==> src/rtl/imem_loader_pkg.sv <==
// Shared definitions for the iMem pad loader: FSM state encoding and frame sizing.
package imem_loader_pkg;

   typedef enum logic [1:0] {
      ST_IDLE    = 2'd0,
      ST_COLLECT = 2'd1,
      ST_FULL    = 2'd2,
      ST_WRITE   = 2'd3
   } state_t;

   // Bytes needed to carry one address+data word, rounded up to whole transfers.
   function automatic int frame_bytes(input int addr_w, input int data_w, input int in_w);
      return (addr_w + data_w + in_w - 1) / in_w;
   endfunction

endpackage

==> src/rtl/imem_loader_sync_edge.sv <==
// Two-flop synchroniser for one asynchronous control line with rising-edge detect.
module sync_edge (
   input  logic i_clk,
   input  logic i_rst,
   input  logic i_async,
   output logic o_rise
);

   logic r_s1, r_s2, r_prev;

   always_ff @(posedge i_clk) begin
      if (i_rst) begin
         r_s1   <= 1'b0;
         r_s2   <= 1'b0;
         r_prev <= 1'b0;
      end else begin
         r_s1   <= i_async;
         r_s2   <= r_s1;
         r_prev <= r_s2;
      end
   end

   assign o_rise = r_s2 & ~r_prev;

endmodule

==> src/rtl/imem_loader.sv <==
// Pad-driven iMem loader: assembles byte frames into address+data writes.
// Optional trailing XOR checksum byte when IMEM_LOADER_CHECKSUM_EN is defined.
module imem_loader
   import imem_loader_pkg::*;
#(
   parameter int IN_WIDTH   = 8,
   parameter int ADDR_WIDTH = 10,
   parameter int DATA_WIDTH = 40
) (
   input  logic                  clk_int,
   input  logic                  reset,
   input  logic                  load_en,
   input  logic [IN_WIDTH-1:0]   pad_data,
   input  logic                  pad_strobe,
   input  logic                  pad_commit,
   output logic                  imem_we,
   output logic [ADDR_WIDTH-1:0] imem_write_adr,
   output logic [DATA_WIDTH-1:0] imem_in,
   output logic                  busy,
   output logic                  err_short,
   output logic                  err_overrun,
   output logic                  err_checksum,
   output logic [15:0]           word_count
);

   localparam int FRAME_BYTES = frame_bytes(ADDR_WIDTH, DATA_WIDTH, IN_WIDTH);
`ifdef IMEM_LOADER_CHECKSUM_EN
   localparam int CK_BYTES = 1;
`else
   localparam int CK_BYTES = 0;
`endif
   localparam int FRAME_LEN = FRAME_BYTES + CK_BYTES;
   localparam int CNT_W     = $clog2(FRAME_LEN + 1);
   localparam int SW        = ADDR_WIDTH + DATA_WIDTH;

   logic [IN_WIDTH-1:0] r_d1, r_d2;
   logic                w_str, w_cmt;
   state_t              r_state, w_state_nxt;
   logic [CNT_W-1:0]    r_cnt, w_cnt_base, w_cnt_nxt;
   logic [SW-1:0]       r_shift;
   logic                r_load_prev, w_load_rise;
   logic                w_clr, w_accept, w_data_byte, w_wc_inc, w_ck_bad;
   logic                w_set_short, w_set_over, w_set_ck;
   logic                r_err_short, r_err_over;
   logic [15:0]         r_wc;

   sync_edge u_strobe (.i_clk(clk_int), .i_rst(reset), .i_async(pad_strobe), .o_rise(w_str));
   sync_edge u_commit (.i_clk(clk_int), .i_rst(reset), .i_async(pad_commit), .o_rise(w_cmt));

   always_ff @(posedge clk_int) begin
      if (reset) begin
         r_d1 <= '0;
         r_d2 <= '0;
      end else begin
         r_d1 <= pad_data;
         r_d2 <= r_d1;
      end
   end

   assign w_load_rise = load_en & ~r_load_prev;

   always_ff @(posedge clk_int) begin
      if (reset) r_state <= ST_IDLE;
      else       r_state <= w_state_nxt;
   end

   // Commit is judged against the pre-strobe state; a same-cycle strobe is then
   // applied on top of any discard.
   always_comb begin
      w_state_nxt = r_state;
      w_clr       = 1'b0;
      w_accept    = 1'b0;
      w_set_short = 1'b0;
      w_set_over  = 1'b0;
      w_set_ck    = 1'b0;
      w_wc_inc    = 1'b0;
      case (r_state)
         ST_IDLE: if (load_en) w_state_nxt = ST_COLLECT;
         ST_COLLECT: begin
            if (!load_en) begin
               w_state_nxt = ST_IDLE;
               w_clr       = 1'b1;
            end else begin
               if (w_cmt) begin
                  w_set_short = 1'b1;
                  w_clr       = 1'b1;
               end
               w_accept = w_str;
            end
         end
         ST_FULL: begin
            if (!load_en) begin
               w_state_nxt = ST_IDLE;
               w_clr       = 1'b1;
            end else begin
               w_set_over = w_str;
               if (w_cmt) begin
                  if (w_ck_bad) begin
                     w_set_ck    = 1'b1;
                     w_clr       = 1'b1;
                     w_state_nxt = ST_COLLECT;
                  end else begin
                     w_state_nxt = ST_WRITE;
                  end
               end
            end
         end
         ST_WRITE: begin
            w_state_nxt = ST_COLLECT;
            w_clr       = 1'b1;
            w_wc_inc    = 1'b1;
         end
         default: w_state_nxt = ST_IDLE;
      endcase
      w_cnt_base = w_clr ? '0 : r_cnt;
      w_cnt_nxt  = w_cnt_base + CNT_W'(w_accept);
      if (r_state == ST_COLLECT && load_en && w_cnt_nxt == CNT_W'(FRAME_LEN))
         w_state_nxt = ST_FULL;
   end

   assign w_data_byte = w_accept && (w_cnt_base < CNT_W'(FRAME_BYTES));

   always_ff @(posedge clk_int) begin
      if (reset) begin
         r_cnt       <= '0;
         r_shift     <= '0;
         r_load_prev <= 1'b0;
         r_err_short <= 1'b0;
         r_err_over  <= 1'b0;
         r_wc        <= '0;
      end else begin
         r_cnt       <= w_cnt_nxt;
         r_load_prev <= load_en;
         if (w_data_byte)
            r_shift <= {(w_clr ? {(SW-IN_WIDTH){1'b0}} : r_shift[SW-IN_WIDTH-1:0]), r_d2};
         else if (w_clr)
            r_shift <= '0;
         if (w_load_rise) begin
            r_err_short <= 1'b0;
            r_err_over  <= 1'b0;
         end else begin
            r_err_short <= r_err_short | w_set_short;
            r_err_over  <= r_err_over  | w_set_over;
         end
         if (w_wc_inc) r_wc <= r_wc + 16'd1;
      end
   end

`ifdef IMEM_LOADER_CHECKSUM_EN
   logic [IN_WIDTH-1:0] r_xor, r_ck_rx;
   logic                r_err_ck;

   assign w_ck_bad     = (r_xor != r_ck_rx);
   assign err_checksum = r_err_ck;

   always_ff @(posedge clk_int) begin
      if (reset) begin
         r_xor    <= '0;
         r_ck_rx  <= '0;
         r_err_ck <= 1'b0;
      end else begin
         if (w_load_rise)   r_err_ck <= 1'b0;
         else if (w_set_ck) r_err_ck <= 1'b1;
         if (w_data_byte)   r_xor   <= (w_clr ? '0 : r_xor) ^ r_d2;
         else if (w_clr)    r_xor   <= '0;
         if (w_accept && !w_data_byte) r_ck_rx <= r_d2;
      end
   end
`else
   assign w_ck_bad     = 1'b0;
   assign err_checksum = 1'b0;
`endif

   assign imem_we        = (r_state == ST_WRITE);
   assign busy           = (r_state != ST_IDLE);
   assign imem_in        = r_shift[DATA_WIDTH-1:0];
   assign imem_write_adr = r_shift[SW-1:DATA_WIDTH];
   assign err_short      = r_err_short;
   assign err_overrun    = r_err_over;
   assign word_count     = r_wc;

endmodule
==> config.mk <==
export PLATFORM = sky130hd
export DESIGN_NAME = imem_loader
export DESIGN_NICKNAME = d
export VERILOG_FILES = /design/src/rtl/imem_loader_pkg.sv /design/src/rtl/imem_loader_sync_edge.sv /design/src/rtl/imem_loader.sv
export SDC_FILE = /design/constraint.sdc
export NUM_CORES = 1
export LEC_CHECK = 0
export ABC_AREA = 1
export BUFFER_PORTS_ARGS = -buffer_cell sky130_fd_sc_hd__buf_2
export CAP_MARGIN = 10
export CORE_ASPECT_RATIO = 1.2
export CORE_MARGIN = 3
export CORE_UTILIZATION = 57
export CTS_CLUSTER_DIAMETER = 50
export DETAILED_ROUTE_END_ITERATION = 8
export PLACE_DENSITY = 0.89
export REMOVE_ABC_BUFFERS = 1
export SLEW_MARGIN = 20
export SYNTH_ARGS = -nofsm -noshare
export SYNTH_HDL_FRONTEND = slang
export SYNTH_SLANG_ARGS = --single-unit
==> constraint.sdc <==
create_clock -name clk_int -period 4.3 [get_ports clk_int]
set_input_delay 0.215 -clock clk_int [delete_from_list [all_inputs] [get_ports clk_int]]
set_output_delay 0.215 -clock clk_int [all_outputs]
set_load 0.02 [all_outputs]
==> run_results.csv, run 1 <==
group,metric,value,unit
sta,final.hold.worst_slack,0.0661,ns
setup_path,cp_cell_sequence,"nor2_2 > nand2_1 > nand4_4 > nand2_2 > inv_2 > nor2_1 > nor2_1",
clock_tree,clock_tree_from_tritoncts,"done",
clock_tree,cts.repair_timing.setup_buffer_count,0,
drt,drtPass1Iterations,5,
pwr,powerDensity,342,nW/µm²
floorplanning,num_rows,31,
drt,postRouteAntennaNets,0,
placement,place.detailed.hpwl,5240,µm
yosys,yosys_register_bits,96,
drt,detail_route.wl_per_cell,11.8,µm
clock_tree,clk_pin_slew_worst_paths,0.09,ns
floorplanning,die_area,7620,µm²
sta,final-hold-violation-count,0,
setup_path,critical_path.startpoint_type,"flip-flop",
global_routing,wire_length_of_the_first_global_routing_pass,12600,µm
setup_path,crit_arrival,2.87,ns
drt,drt_iter0_drc,385,
cells_and_area,share_of_final_layout_standard_cells_stronger_than_drive_strength_1,0.193,
setup_path,timing.rr.end,"r_shift[34]",
drt,vias_after_detailed_routing,3260,
yosys,synthDominantCellAreaShare,0.510,
pwr,vdd_drop_max,0.230,mV
sta,fin_tns_setup,0,ns
setup_path,worst_ep_required_time,4.54,ns
clock_tree,cts-resized-gates,0,
global_routing,grt_start_max_net_pins,52,
setup_path,r2r_setup_slack,1.68,ns
yosys,synth-main-ff-cell,"sky130_fd_sc_hd__dfxtp_1",
global_routing,grt_overflow_total,0,
floorplanning,standard_cell_core_area,6210,µm²
yosys,synth_largest_area_cell,"sky130_fd_sc_hd__dfxtp_1",
sta,clock.fmax,381,MHz
yosys,synth.most_common_cell,"sky130_fd_sc_hd__nor2_1",
yosys,post_synth_most_frequent_cells,"sky130_fd_sc_hd__nor2_1 (116), sky130_fd_sc_hd__dfxtp_1 (96), sky130_fd_sc_hd__inv_1 (70)",
sta,layout_worst_path_cycle_share,0.610,
yosys,post_synth_main_area_contributors,"sky130_fd_sc_hd__dfxtp_1 (51%), sky130_fd_sc_hd__nor2_1 (12%), sky130_fd_sc_hd__nand3_1 (7.8%), sky130_fd_sc_hd__inv_1 (7.0%), sky130_fd_sc_hd__a21oi_1 (4.9%)",
setup_path,r2r-start,"r_state[1]",
placement,gp_congestion,0.814,
clock_tree,cts.hold.buffers_added,0,
outcome,outcome,"complete, no violations",
global_routing,first_global_vias,2980,
setup_path,startpoint,"r_state[1]",
yosys,syn_area_per_cell,7.56,µm²
yosys,syn_area,3770,µm²
yosys,synthCells,498,
global_routing,gr-usage-all-layers,0.209,
placement,numPortBuffers,82,
setup_path,critical-path-slowest-cell,"sky130_fd_sc_hd__nand2_2",
clock_tree,cts_buffer_depth,2,
floorplanning,die-height,95.1,µm
drt,wl,7690,µm
cells_and_area,final_net_count,582,
hold_path,hold_path_class,"in -> reg",
cells_and_area,fillerInstances,529,
yosys,yosysSeqAreaShare,0.510,
cells_and_area,area_growth_from_synthesis_to_final_layout,14.6,%
yosys,synth_enable_flop_cells,0,
hold_path,holdPathStages,3,
drt,vias_per_cell,5.00,
clock_tree,cts.htree.levels,3,
sta,final.setup_skew,0.0134,ns
setup_path,crit_path_max_cell_delay,0.78,ns
pwr,power.leakage,0.00189,µW
cells_and_area,seqCellArea,1920,µm²
setup_path,worstPathMaxFanout,51,
global_routing,antenna_violations_before_repair,0,
floorplanning,die_x,80.2,µm
floorplanning,design.portCount,84,
setup_path,reg2regPathDepth,7,
yosys,yosysWarnings,0,
hold_path,min_from,"pad_strobe",
sta,timing.final.setup_violations,0,
yosys,asyncSetResetFlopFracSynth,0,
setup_path,crit_path_end_kind,"flip-flop",
run,max-cap-violations,0,
clock_tree,numCtsBuffers,9,
floorplanning,floorplan.initialDensity,0.607,
cells_and_area,multi_input_area,1430,µm²
setup_path,cpMostUsedCell,"sky130_fd_sc_hd__nor2_1",
yosys,post_synth_num_cell_types,28,
sta,slew_headroom,0.323,
drt,drt_drc_violations_left,0,
setup_path,critPathKind,"reg -> reg",
clock_tree,clock_sink_count,96,
clock_tree,clock-root-buffer,"sky130_fd_sc_hd__clkbuf_8",
sta,maxSlewViolCount,0,
sta,rsz_0062_raised_after_global_routing,"no",
cells_and_area,layout.core_utilization,0.696,
sta,timing.final.crit_period,2.62,ns
clock_tree,clkLatencyLatePin,0.35,ns
sta,worst_slew_pin_slew,1.01,ns
cells_and_area,antenna-diode-count,0,
hold_path,worst_hold_path.endpoint,"u_strobe.r_s1",
-- power breakdown --
| part | internal [µW] | switching [µW] |
|---|---|---|
| sequential | 901 | 4.79 |
| combinational | 18.8 | 45.9 |
| clock | 225 | 282 |
-- area by class of cell --
type / count / area share
inverter: 74 / 0.0643
tap: 82 / 0.0238
sequential: 96 / 0.445
clock inverter: 2 / 0.00377
multi-input combinational: 301 / 0.330
timing repair buffer: 84 / 0.0985
clock buffer: 13 / 0.0345
-- kinds of logic after synthesis --
family                   synth area share
other                            0.000995
AND/OR/NAND/NOR                     0.254
XOR/XNOR                          0.00930
adder cells (fa/ha/maj)           0.00996
AO/OA/AOI/OAI                       0.102
flip-flops                          0.510
buffers and inverters               0.113
-- worst max path at each step --
| stage | to | slack [ns] | cells past startpoint |
|---|---|---|---|
| 4_1_cts | r_shift[34] | 1.67 | 7 |
| 5_1_grt | r_shift[37] | 1.36 | 7 |
| 6_report | r_shift[34] | 1.68 | 7 |
| 3_3_place_gp | r_shift[0] | 1.80 | 7 |
| 3_5_place_dp | r_shift[34] | 1.69 | 8 |
| 2_1_floorplan | r_shift[32] | 1.64 | 6 |
-- worst max-delay path: cells and delay by family, from the launching register on --
| kind | cells | cell delay (ns) |
|---|---|---|
| buffers and inverters | 1 | 0.35 |
| AND/OR/NAND/NOR | 6 | 1.68 |
| flip-flops | 1 | 0.48 |
-- per-stage QoR --
| stage | instance area [µm²] | instances | total power, µW | worst slack (ns) |
|---|---|---|---|---|
| 2_1_floorplan | 3620 | 471 | 963 | 1.64 |
| 3_3_place_gp | 4150 | 637 | 989 | 1.80 |
| 3_5_place_dp | 4150 | 637 | 991 | 1.69 |
| 4_1_cts | 4320 | 652 | 1490 | 1.67 |
| 5_1_grt | 4320 | 652 | 1540 | 1.36 |
| 6_report | 4320 | 652 | 1480 | 1.68 |
-- cells in the final DEF, fill, tap and decap left out, types with 2 or more instances in the layout --
master | Yosys | routed
sky130_fd_sc_hd__o21ai_0 | 19 | 19
sky130_fd_sc_hd__buf_4 | 9 | 2
sky130_fd_sc_hd__inv_1 | 70 | 70
sky130_fd_sc_hd__o21a_1 | 3 | 3
sky130_fd_sc_hd__nand4_1 | 5 | 5
sky130_fd_sc_hd__dfxtp_1 | 96 | 96
sky130_fd_sc_hd__clkbuf_1 | 3 | 3
sky130_fd_sc_hd__xor2_1 | 3 | 3
sky130_fd_sc_hd__ha_1 | 3 | 3
sky130_fd_sc_hd__nor2_2 | 4 | 4
sky130_fd_sc_hd__nand2_2 | 3 | 3
sky130_fd_sc_hd__a21oi_1 | 37 | 37
sky130_fd_sc_hd__nand2_1 | 26 | 26
sky130_fd_sc_hd__nor2_1 | 116 | 116
sky130_fd_sc_hd__clkbuf_8 | 0 | 10
sky130_fd_sc_hd__o21ai_1 | 12 | 12
sky130_fd_sc_hd__inv_2 | 4 | 4
sky130_fd_sc_hd__buf_2 | 11 | 82
sky130_fd_sc_hd__nand3_1 | 59 | 59
sky130_fd_sc_hd__nor3_1 | 3 | 3
-- flip-flops by register name, summed over array words and instances, names as in the netlist --
name,flops
r_d1,8
err_overrun,1
r_state,2
r_cnt,3
word_count,16
u_commit.r_s1,1
err_short,1
u_strobe.r_s1,1
r_shift,50
u_strobe.r_s2,1
r_d2,8
u_commit.r_s2,1
u_commit.r_prev,1
r_load_prev,1
u_strobe.r_prev,1
-- metal layers --
metal	up-vias	GRT usage	wire length [µm]
met5	-	0	0
met4	0	0.0986	95
met3	10	0.0359	467
met2	105	0.369	3820
met1	1454	0.243	3310
li1	1691	-	-
(Power assumes the default switching activity.)
==> run 2, diff against run 1 <==
--- a/config.mk
+++ b/config.mk
@@ -10,10 +10,10 @@
 export CAP_MARGIN = 10
 export CORE_ASPECT_RATIO = 1.2
 export CORE_MARGIN = 3
-export CORE_UTILIZATION = 57
+export CORE_UTILIZATION = 53
 export CTS_CLUSTER_DIAMETER = 50
 export DETAILED_ROUTE_END_ITERATION = 8
-export PLACE_DENSITY = 0.89
+export PLACE_DENSITY = 0.84
 export REMOVE_ABC_BUFFERS = 1
 export SLEW_MARGIN = 20
 export SYNTH_ARGS = -nofsm -noshare
==> constraint.sdc (replaced) <==
create_clock -name clk_int -period 2.7 [get_ports clk_int]
set_input_delay 0.135 -clock clk_int [delete_from_list [all_inputs] [get_ports clk_int]]
set_output_delay 0.135 -clock clk_int [all_outputs]
set_load 0.02 [all_outputs]
==> run 2 against run 1 <==
  * Maximum frequency rose by 18%
  * Setup slack got worse by 1.2 ns
  * Core utilization decreased by 3.9 points
  * First-iteration DRC count decreased by 66%
  * Power rose by 72%
  * Sequential power increased by 59%
  * Die area rose by 7.0%
  * Sequential cell count unchanged
  * Cell count up 3.1%
  * Sequential share of layout area shrank 1.8 points
  * Global-route usage is 1.9 points lower
==> run_results.csv, run 2 (synthesis results as in run 1) <==
group,metric,value,unit
outcome,outcome,"complete, no violations",
placement,numPlacedInstances,646,
global_routing,grt_use_met1,0.220,
setup_path,critPathKind,"reg -> reg",
sta,fin_tns_setup,0,ns
setup_path,critical_path.n_buffers_inverters,1,
clock_tree,clock-root-buffer,"sky130_fd_sc_hd__clkbuf_8",
sta,maxSlewViolCount,0,
setup_path,critical_path.startpoint_type,"flip-flop",
sta,clock.fmax,451,MHz
placement,dp_worst_setup_slack,0.537,ns
global_routing,global_routing_usage_on_met2,0.312,
setup_path,worstPathMaxFanout,28,
setup_path,cp_cell_sequence,"nor2_2 > nand2_1 > nand4_4 > nand2_2 > inv_2 > nor2_1 > nor2_1",
clock_tree,numCtsBuffers,9,
global_routing,first_global_vias,2910,
drt,detail_route.wl_per_cell,11.4,µm
drt,wl,7670,µm
setup_path,worst_ep_required_time,2.96,ns
drt,vias_after_detailed_routing,3323,
sta,timing.final.crit_period,2.22,ns
global_routing,wire_length_of_the_first_global_routing_pass,12800,µm
cells_and_area,mostFrequentLayoutCell,"sky130_fd_sc_hd__nor2_1",
drt,vias_per_cell,4.94,
cells_and_area,final_net_count,596,
sta,final_critical_path_setup_slack,0.482,ns
setup_path,cpMostUsedCell,"sky130_fd_sc_hd__nor2_1",
cells_and_area,final_area,4500,µm²
cells_and_area,multi_input_area,1430,µm²
floorplanning,die_x,83.0,µm
drt,drt_iter0_drc,131,
cells_and_area,layout.cells.most_common_list,"sky130_fd_sc_hd__nor2_1 (116), sky130_fd_sc_hd__dfxtp_1 (96), sky130_fd_sc_hd__buf_2 (82)",
hold_path,hold_path_class,"in -> reg",
global_routing,gr-max-usage-layer,"met2",
global_routing,gr-usage-all-layers,0.189,
clock_tree,cts_buffer_depth,2,
sta,timing.final.setup_violations,0,
setup_path,r2r_setup_slack,0.48,ns
placement,numPortBuffers,82,
sta,final.setup_skew,0.0108,ns
setup_path,critical_path.top_delay_family,"simple AND/OR/NAND/NOR gates",
setup_path,crit_path_end_kind,"flip-flop",
drt,drtPass1Iterations,4,
clock_tree,clk_pin_slew_worst_paths,0.09,ns
cells_and_area,largest-register,"r_shift",
setup_path,critical-path-slowest-cell,"sky130_fd_sc_hd__dfxtp_1",
run,max-cap-violations,0,
clock_tree,cts.repair_timing.setup_buffer_count,0,
setup_path,crit_path_max_cell_delay,0.52,ns
placement,placed_cell_area,4190,µm²
global_routing,antenna_violations_before_repair,0,
clock_tree,clock_tree_from_tritoncts,"done",
placement,gp_congestion,0.833,
cells_and_area,antenna-diode-count,0,
floorplanning,floorplan.initialDensity,0.550,
cells_and_area,fin_cells,672,
placement,place.detailed.hpwl,5200,µm
global_routing,grt_overflow_total,0,
setup_path,crit_arrival,2.47,ns
floorplanning,design.portCount,84,
pwr,power.leakage,0.00197,µW
drt,drt_drc_violations_left,0,
cells_and_area,area_growth_from_synthesis_to_final_layout,19.5,%
drt,postRouteAntennaNets,0,
sta,final-hold-violation-count,0,
sta,worst_slew_pin_slew,1.07,ns
pwr,vdd_drop_max,0.337,mV
floorplanning,num_rows,33,
clock_tree,clkLatencyLatePin,0.36,ns
sta,layout_worst_path_cycle_share,0.821,
global_routing,grt_start_max_net_pins,40,
clock_tree,cts.htree.levels,3,
cells_and_area,layout.core_utilization,0.657,
cells_and_area,fillerInstances,598,
cells_and_area,seqCellArea,1920,µm²
clock_tree,clock_sink_count,96,
floorplanning,die_area,8160,µm²
floorplanning,standard_cell_core_area,6850,µm²
pwr,powerDensity,564,nW/µm²
floorplanning,die-height,98.4,µm
sta,rsz_0062_raised_after_global_routing,"no",
global_routing,groute.layer.met3.usage,0.0506,
cells_and_area,largest_register_ffs,50,
cells_and_area,share_of_final_layout_standard_cells_stronger_than_drive_strength_1,0.202,
sta,slew_headroom,0.286,
[run 2: cell count changes in the layout (fill, tap and decap cells not counted)]
cell,previous run,this run
sky130_fd_sc_hd__dlygate4sd3_1,0,10
sky130_fd_sc_hd__clkbuf_8,10,11
sky130_fd_sc_hd__clkinv_4,1,0
sky130_fd_sc_hd__bufinv_16,0,1
sky130_fd_sc_hd__buf_4,2,6
sky130_fd_sc_hd__clkbuf_1,3,0
sky130_fd_sc_hd__clkinvlp_4,1,2
sky130_fd_sc_hd__inv_6,0,2
[run 2: layer usage]
metal | vias up | routed length [µm]
met2 | 85 | 3660
met5 | - | 0
met3 | 21 | 459
met4 | 0 | 245
met1 | 1489 | 3310
li1 | 1728 | -
[run 2: worst reg2reg max path, cell delays in order, from the launching register on]
cell	delay (ns)
sky130_fd_sc_hd__dfxtp_1	0.52
sky130_fd_sc_hd__nor2_2	0.10
sky130_fd_sc_hd__nand2_1	0.17
sky130_fd_sc_hd__nand4_4	0.35
sky130_fd_sc_hd__nand2_2	0.49
sky130_fd_sc_hd__inv_2	0.27
sky130_fd_sc_hd__nor2_1	0.16
sky130_fd_sc_hd__nor2_1	0.06
[run 2: report_power, final]
| group | total, µW | internal, µW | switching (µW) |
|---|---|---|---|
| combinational | 115 | 41.4 | 74.0 |
| clock | 981 | 485 | 495 |
| sequential | 1440 | 1430 | 7.61 |
[run 2: stage by stage]
| stage | total power (µW) | hold WS [ns] |
|---|---|---|
| 3_3_place_gp | 1580 | 0.335 |
| 3_5_place_dp | 1580 | 0.340 |
| 4_1_cts | 2560 | 0.0777 |
| 6_report | 2540 | 0.102 |
| 5_1_grt | 2630 | 0.0996 |
| 2_1_floorplan | 1530 | 0.204 |
[run 2: what timing repair did]
item / CTS / global route
hold endpoints to repair: 10 / 0
resized for setup: 0 / 0
hold buffers: 10 / 0
[run 2: final cells by class]
| cell class | instances | area share |
|---|---|---|
| clock inverter | 5 | 0.0139 |
| timing repair buffer | 98 | 0.123 |
| tap | 87 | 0.0242 |
| inverter | 74 | 0.0617 |
| multi-input combinational | 301 | 0.316 |
| clock buffer | 11 | 0.0336 |
| sequential | 96 | 0.427 |
[run 2: path summary, 6_finish.rpt]
path	from	to	cells after the start
max	r_state[1]	r_shift[28]	7
min reg2reg	r_d1[4]	r_d2[4]	2
min	load_en	r_load_prev	3
max reg2reg	r_state[1]	r_shift[28]	7
